<file path="src/rtl/bch_gf_mul_ds.sv">
// Digit-serial GF(2^m) multiplier/squarer, polynomial basis, MSB-first Horner accumulation.
// Latency: result valid exactly C_M/C_DIGIT cycles after the accepting edge, independent of data.
// Backpressure: O_ready low while busy; the result holds in DONE until I_prod_rdy is seen high.
module bch_gf_mul_ds #(
    parameter int             C_M         = 13,
    parameter logic [C_M-1:0] C_POLY_PRIM = 13'h001B,
    parameter int             C_DIGIT     = 1
) (
    input  logic           I_clk,
    input  logic           I_rst,
    input  logic [C_M-1:0] I_a,
    input  logic [C_M-1:0] I_b,
    input  logic           I_mode,
    input  logic           I_valid,
    output logic           O_ready,
    output logic [C_M-1:0] O_prod,
    output logic           O_prod_v,
    input  logic           I_prod_rdy
);

    // Guard against a divide by zero so the parameter check below is the one that reports.
    localparam int N     = (C_DIGIT >= 1) ? (C_M / C_DIGIT) : 1;
    localparam int CNT_W = (N > 1) ? $clog2(N) : 1;

    // The digit must tile the field width exactly, otherwise the last digit would be ragged.
    generate
        if ((C_DIGIT < 1) || (C_DIGIT > C_M) || ((C_M % C_DIGIT) != 0)) begin : g_bad_param
            $error("bch_gf_mul_ds: C_DIGIT must be in 1..C_M and divide C_M");
        end
    endgenerate

    typedef enum logic [1:0] {
        S_IDLE = 2'd0,
        S_CALC = 2'd1,
        S_DONE = 2'd2
    } state_t;

    state_t           state_q;
    state_t           state_d;
    logic [C_M-1:0]   a_q;
    logic [C_M-1:0]   b_q;
    logic [C_M-1:0]   acc_q;
    logic [C_M-1:0]   prod_q;
    logic [CNT_W-1:0] cnt_q;
    logic [C_M-1:0]   acc_step;
    logic [C_M-1:0]   b_step;

    // One clock's worth of Horner steps: acc = acc*x mod p, then add a if the current multiplier MSB is set.
    always_comb begin
        acc_step = acc_q;
        b_step   = b_q;
        for (int i = 0; i < C_DIGIT; i++) begin
            logic fb;
            fb       = acc_step[C_M-1];
            acc_step = acc_step << 1;
            if (fb) begin
                acc_step = acc_step ^ C_POLY_PRIM;
            end
            if (b_step[C_M-1]) begin
                acc_step = acc_step ^ a_q;
            end
            b_step = b_step << 1;
        end
    end

    // Next-state decode; operands offered outside IDLE are never considered.
    always_comb begin
        state_d = state_q;
        case (state_q)
            S_IDLE: if (I_valid)      state_d = S_CALC;
            S_CALC: if (cnt_q == '0)  state_d = S_DONE;
            S_DONE: if (I_prod_rdy)   state_d = S_IDLE;
            default:                  state_d = S_IDLE;
        endcase
    end

    // State register; reset abandons any operation in flight.
    always_ff @(posedge I_clk or posedge I_rst) begin
        if (I_rst) begin
            state_q <= S_IDLE;
        end else begin
            state_q <= state_d;
        end
    end

    // Operand capture, digit-serial accumulation and result latch.
    always_ff @(posedge I_clk or posedge I_rst) begin
        if (I_rst) begin
            a_q    <= '0;
            b_q    <= '0;
            acc_q  <= '0;
            prod_q <= '0;
            cnt_q  <= '0;
        end else begin
            case (state_q)
                S_IDLE: begin
                    if (I_valid) begin
                        a_q   <= I_a;
                        b_q   <= I_mode ? I_a : I_b;
                        acc_q <= '0;
                        cnt_q <= CNT_W'(N - 1);
                    end
                end
                S_CALC: begin
                    acc_q <= acc_step;
                    b_q   <= b_step;
                    if (cnt_q == '0) begin
                        prod_q <= acc_step;
                    end else begin
                        cnt_q <= cnt_q - 1'b1;
                    end
                end
                default: begin
                end
            endcase
        end
    end

    // Outputs come straight from registers or the state decode, never from inputs.
    assign O_ready  = (state_q == S_IDLE);
    assign O_prod_v = (state_q == S_DONE);
    assign O_prod   = prod_q;

endmodule

</file>
<file path="config.mk">
export PLATFORM = sky130hd
export DESIGN_NAME = bch_gf_mul_ds
export DESIGN_NICKNAME = d
export VERILOG_FILES = /design/src/rtl/bch_gf_mul_ds.sv
export SDC_FILE = /design/constraint.sdc
export NUM_CORES = 1
export LEC_CHECK = 0
export ABC_CLOCK_PERIOD_IN_PS = 4150
export CORE_MARGIN = 4
export CORE_UTILIZATION = 50
export DETAILED_ROUTE_END_ITERATION = 10
export HOLD_SLACK_MARGIN = 0.1
export MAX_ROUTING_LAYER = met4
export PLACE_DENSITY = 0.85
export SETUP_SLACK_MARGIN = 0.05
export SLEW_MARGIN = 20
export SYNTH_ARGS = -nofsm -noshare
export SYNTH_HDL_FRONTEND = slang
export SYNTH_SLANG_ARGS = --single-unit
</file>
<file path="constraint.sdc">
create_clock -name I_clk -period 4.15 [get_ports I_clk]
set_input_delay 0.83 -clock I_clk [delete_from_list [all_inputs] [get_ports I_clk]]
set_output_delay 0.83 -clock I_clk [all_outputs]
set_load 0.02 [all_outputs]
</file>
==> results of run 1 <==
[final timing paths]
check	from	slack, ps	cells after the start	end
max in group asynchronous	I_rst	2440	3	O_prod[6]
worst min-delay path	O_prod[7]	500	1	O_prod[7]
min in group asynchronous	I_rst	950	2	O_prod[11]
worst min register to register	O_prod[7]	500	1	O_prod[7]
worst max register to register	state_q[1]	2240	3	b_q[11]
worst max-delay path	state_q[1]	1370	3	O_prod_v
[state kept, by name, summed over array words and instances, names as in the netlist]
name / flops
b_q: 13
cnt_q: 4
a_q: 13
acc_q: 13
state_q: 2
O_prod: 13
[cells in the final DEF, fill, tap and decap left out, types with 2 or more instances in the layout]
cell type and n:
dfrtp_1 58, clkdlybuf4s50_1 45, mux2_2 39, nand2_1 14, a21oi_1 14, o21ai_0 14
xnor2_1 13, a22o_1 13, nor2b_1 12, a22oi_1 12, clkbuf_8 9, and2b_1 5
inv_1 3, xor2_1 3, clkbuf_1 3, buf_4 3, nor3b_4 2, nand2b_1 2
mux2i_1 2, nor2_1 2
[logic make-up (layout without fill, tap and decap cells)]
family                     Yosys count  in the layout
and+or+nand+nor                     41             41
muxes                               41             41
xor gates and xnor gates            16             16
AOI/OAI and AO/OA                   58             58
adders and majority gates            1              1
DFF                                 58             58
buffers and inverters               19             65
[power groups by stage]
stage	Sequential, µW	Combinational (µW)	Clock, µW
global placement	1040	1010	0
CTS	1050	1060	418
detailed placement	1050	1060	0
finish	1050	1050	409
floorplan	1040	771	0
global route	1080	1150	438
[metrics by stage]
step	power [µW]	worst slack [ps]	std cells	hold WS [ps]	util (%)
6_report	2500	1370	352	501	62.5
5_1_grt	2670	1300	352	509	62.5
4_1_cts	2520	1360	352	506	62.5
3_5_place_dp	2110	1220	339	493	59.9
3_3_place_gp	2050	1250	339	486	59.9
2_1_floorplan	1810	1890	234	465	-
[layer usage]
layer	routed length (µm)	vias to the layer above
met2	2780	32
met3	178	15
li1	-	923
met4	172	0
met1	2530	951
met5	0	-
[layout make-up]
type | instances | area share [%]
Tap cell | 72 | 2.63
Clock inverter | 1 | 0.146
Multi-Input combinational cell | 157 | 36.6
Inverter | 4 | 0.439
Clock buffer | 12 | 3.95
Timing Repair Buffer | 48 | 13.8
Sequential cell | 58 | 42.4
==> results.md, run 1 <==
- Final Max Tran Viols: 0
- Worst skew pair latency: 340 ps
- Per-cell routed wire length: 16.1 µm
- Comb pwr share: 41.8%
- Relative slew slack: 38.5%
- First-pass GRT wire length: 9400 µm
- EDFF count, synth: 0
- Setup Skew: 6.46 ps
- Net Sw Frac: 35.7%
- Final Setup Violations: 0
- Drt drc: 0
- Worst vdd ir: 0.414 mV
- GR Util met1: 22.1%
- Syn_nets: 266
- GRT Util Overall: 17.7%
- Adder-cell share of the synthesized area: 0.445%
- DP HPWL: 3990 µm
- Fin nets: 310
- Routed wire length: 5660 µm
- Post-CTS Hold Fix Bufs: 0
- Count leader, synth: dfrtp_1
- PwrDens: 732 nW/µm²
- Overflow after GRT: 0
- # diodes: 0
- Post-cts repair resize count: 0
- Clk pwr share: 16.3%
- Sequential share of the synthesized area: 51.7%
- Final TNS setup: 0 ps
- Setup crit start kind: flop
- Core area: 5470 µm²
- H-tree lvl count: 3
- CP Data Required Time: 3320 ps
- Top cells by count, synth: dfrtp_1, mux2_2, a21oi_1, nand2_1, o21ai_0
- Critical path's largest stage delay: 790 ps
- Fraction of the mapped netlist area in compound gates: 13.6%
- Sequential Power Share: 41.8%
- Pre-Repair DR Iteration Count: 4
- Simple-gate share of the synthesized area: 9.09%
- Internal cell power: 1610 µW
- Die Wd: 83.0 µm
- Rows: 27
- Worst path cell trace: nand2b_1, inv_1, clkdlybuf4s50_1
- Synth cell types: 30
- Multi-input logic area: 1250 µm²
- Worst hold path type: flop to flop
- Fmax achieved: 0.359 GHz
- DP Area: 3280 µm²
- CP max FO: 20
- Synth async-reset ratio: 100%
- Post-Syn Area: 2810 µm²
- Met2 Usage GRT: 27.2%
- Main synth FF type: dfrtp_1
- Tcrit/Tclk final: 67.1%
- #FFs+latches synth: 58
- Worst-path clk slew: 60 ps
- Largest family of logic cells by synthesized area: multiplexers
- Routability Congestion: 0.730
- DIE AREA: 6880 µm²
- Min Tclk post-route: 2780 ps
- Die Y: 83.0 µm
- Max-Cap Viols: 0
- Post-Synth XOR/XNOR Area: 4.99%
- Worst-Margin Slew: 920 ps
- Root buffer cell: clkbuf_8
- WP data arrival: 1950 ps
- CP bufs+invs: 2
- Vias in the first global route: 1956
- Post-CTS setup buffers: 0
- Via density per instance: 5.46
- CTS tree: yes
- Total CTS buffers: 9
- Reg area: 1450 µm²
- Routed Antenna Nets: 0
- Longest Clk Path Bufs: 2
- I/O pin total: 46
- Mux cell area share after synthesis: 16.3%
- PortBufs: 45
- Clk sinks: 58
- Routed via count: 1921
- Mapped Cells: 234
- Initial Util: 51.3%
- Critical setup path kind: flop to output port
- Share of cells above drive strength 1: 20.4%
- Synth area leaders: dfrtp_1, mux2_2, a22o_1
- Slowest cell on the critical path: dfrtp_1
- Crit path max-delay family: flip-flops
- NetSw: 894 µW
- Syn Area/Cell: 12.0 µm²
- Final Instance Area: 3420 µm²
- Outcome: finished, final reports clean
- Fillers: 436
- Critical path endpoint category: output port
- RSZ-0062 raised after global routing: false
- Layout area overhead: 21.7%
- Met3 global-route usage: 2.38%
- Final Hold Vio Count: 0
- Leak: 0.00146 µW
- Most Used Layer, Global Route: met2
- Area leader, netlist: dfrtp_1
- Syn. warnings: 0
- Synth top area share: 51.7%
- DRT iter0 DRCs: 86
- Pin count of the biggest net entering global routing: 38
- Initial antenna violation count: 0
No activity file was read; power rests on OpenSTA's default activity.
==> inputs of run 2 (changes only) <==
- ABC_CLOCK_PERIOD_IN_PS: 4150 -> 2800
- clock period: 4.15 -> 2.8 ns (I/O delays scaled with it)
==> results.md, run 2 (same netlist as run 1, synthesis figures left out) <==
- Commonest non-fill, non-tap cell in the layout: dfrtp_1
- Most frequent cells in the layout: dfrtp_1, clkdlybuf4s50_1, mux2_2
- Overflow after GRT: 0
- Rows: 27
- Root buffer cell: clkbuf_8
- Initial antenna violation count: 0
- Critical setup path kind: flop to output port
- Final TNS setup: 0 ps
- Slowest cell on the critical path: dfrtp_1
- Max-Cap Viols: 0
- Fin nets: 314
- Routability Congestion: 0.786
- I/O pin total: 46
- GRT Util Overall: 18.8%
- Post-cts repair resize count: 0
- Multi-input logic area: 1250 µm²
- Worst-Margin Slew: 662 ps
- Endpoint of the worst hold path: O_prod[3]
- Core area: 5470 µm²
- Drt drc: 0
- Worst path cell trace: nand2b_1, inv_1, clkdlybuf4s50_1
- Final worst slack: 333 ps
- Setup crit start kind: flop
- Hold_sp: O_prod[3]
- Clk sinks: 58
- Die Wd: 83.0 µm
- Final Setup Violations: 0
- Reg area: 1450 µm²
- Critical path endpoint category: output port
- Place WS: 547 ps
- Via density per instance: 5.54
- Post-CTS setup buffers: 0
- WP data arrival: 1910 ps
- Fillers: 418
- Post-CTS Hold Fix Bufs: 0
- H-tree lvl count: 3
- Worst hold path type: flop to flop
- Routed wire length: 5930 µm
- Final Max Tran Viols: 0
- Layout area overhead: 27.8%
- Leak: 0.00155 µW
- Outcome: finished, final reports clean
- Routed Antenna Nets: 0
- Relative slew slack: 55.9%
- Per-cell routed wire length: 16.5 µm
- R2r setup slk: 1000 ps
- Worst vdd ir: 0.535 mV
- Initial Util: 51.3%
- RR Endpoint: cnt_q[1]
- CP Depth: 3
- Worst-path clk slew: 60 ps
- CP Data Required Time: 2240 ps
- Min Tclk post-route: 2470 ps
- Pin count of the biggest net entering global routing: 33
- PortBufs: 45
- Pre-Repair DR Iteration Count: 6
- Worst skew pair latency: 340 ps
- Min-Delay Path Depth: 1
- RSZ-0062 raised after global routing: false
- Reg2Reg Depth: 4
- Vias in the first global route: 2041
- Final Power: 4150 µW
- Share of cells above drive strength 1: 23.0%
- Fmax achieved: 0.405 GHz
- DIE AREA: 6880 µm²
- Reg2Reg Launch Point: state_q[0]
- Setup Skew: 6.18 ps
- DP HPWL: 4080 µm
- PwrDens: 1160 nW/µm²
- CTS tree: yes
- Critical path's largest stage delay: 630 ps
- CP max FO: 21
- Longest Clk Path Bufs: 2
- Crit path max-delay family: buffers and inverters
- Die Y: 83.0 µm
- Tcrit/Tclk final: 88.1%
- # diodes: 0
- Routed via count: 1989
- DRT iter0 DRCs: 142
- Final Hold Vio Count: 0
- CP bufs+invs: 2
- Total CTS buffers: 9
- First-pass GRT wire length: 10000 µm
run 2: per-stage QoR:
stage	cell area (µm²)	hold WS, ps	std cells	util (%)
after floorplan	2810	465	234	-
after global placement	3320	486	343	60.7
after detailed placement	3320	493	343	60.7
after CTS	3590	508	359	65.6
after global routing	3590	515	359	65.6
final	3590	502	359	65.6
run 2: power breakdown:
part           switching (µW)  total (µW)  leakage (µW)  internal [µW]
clock                     328        1030      0.000134            704
sequential                317        1550      0.000720           1230
combinational             712        1570      0.000693            859
total                    1360        4150       0.00155           2790
run 2: final cells by class:
| cell class | count | share of cell area [%] |
|---|---|---|
| multi-input combinational | 157 | 34.8 |
| clock buffer | 11 | 3.94 |
| timing repair buffer | 52 | 14.4 |
| clock inverter | 5 | 3.49 |
| inverter | 4 | 0.418 |
| tap | 72 | 2.51 |
| sequential | 58 | 40.4 |
run 2: worst register-to-register path: stages, from the launching register on:
cell and delay [ps]:
dfrtp_1 770, o21bai_1 190, buf_4 230, a21oi_1 330, o22ai_1 150
run 2: worst max path at each step:
stage                     slack, ps  startpoint   endpoint
after floorplan                 810       I_rst  O_prod[0]
after global placement          580      I_mode    b_q[11]
after detailed placement        550      I_mode     b_q[4]
after CTS                       320  state_q[0]   O_prod_v
after global routing            220  state_q[0]   O_prod_v
final                           330  state_q[0]   O_prod_v
run 2: per-layer routing:
metal | share of wire (%) | vias up | wire length [µm] | track usage [%]
li1 | - | 934 | - | -
met1 | 44 | 986 | 2640 | 23.7
met2 | 50 | 57 | 2940 | 29.4
met3 | 4.3 | 12 | 255 | 5.06
met4 | 1.6 | 0 | 97 | 6.24
met5 | 0 | - | 0 | -
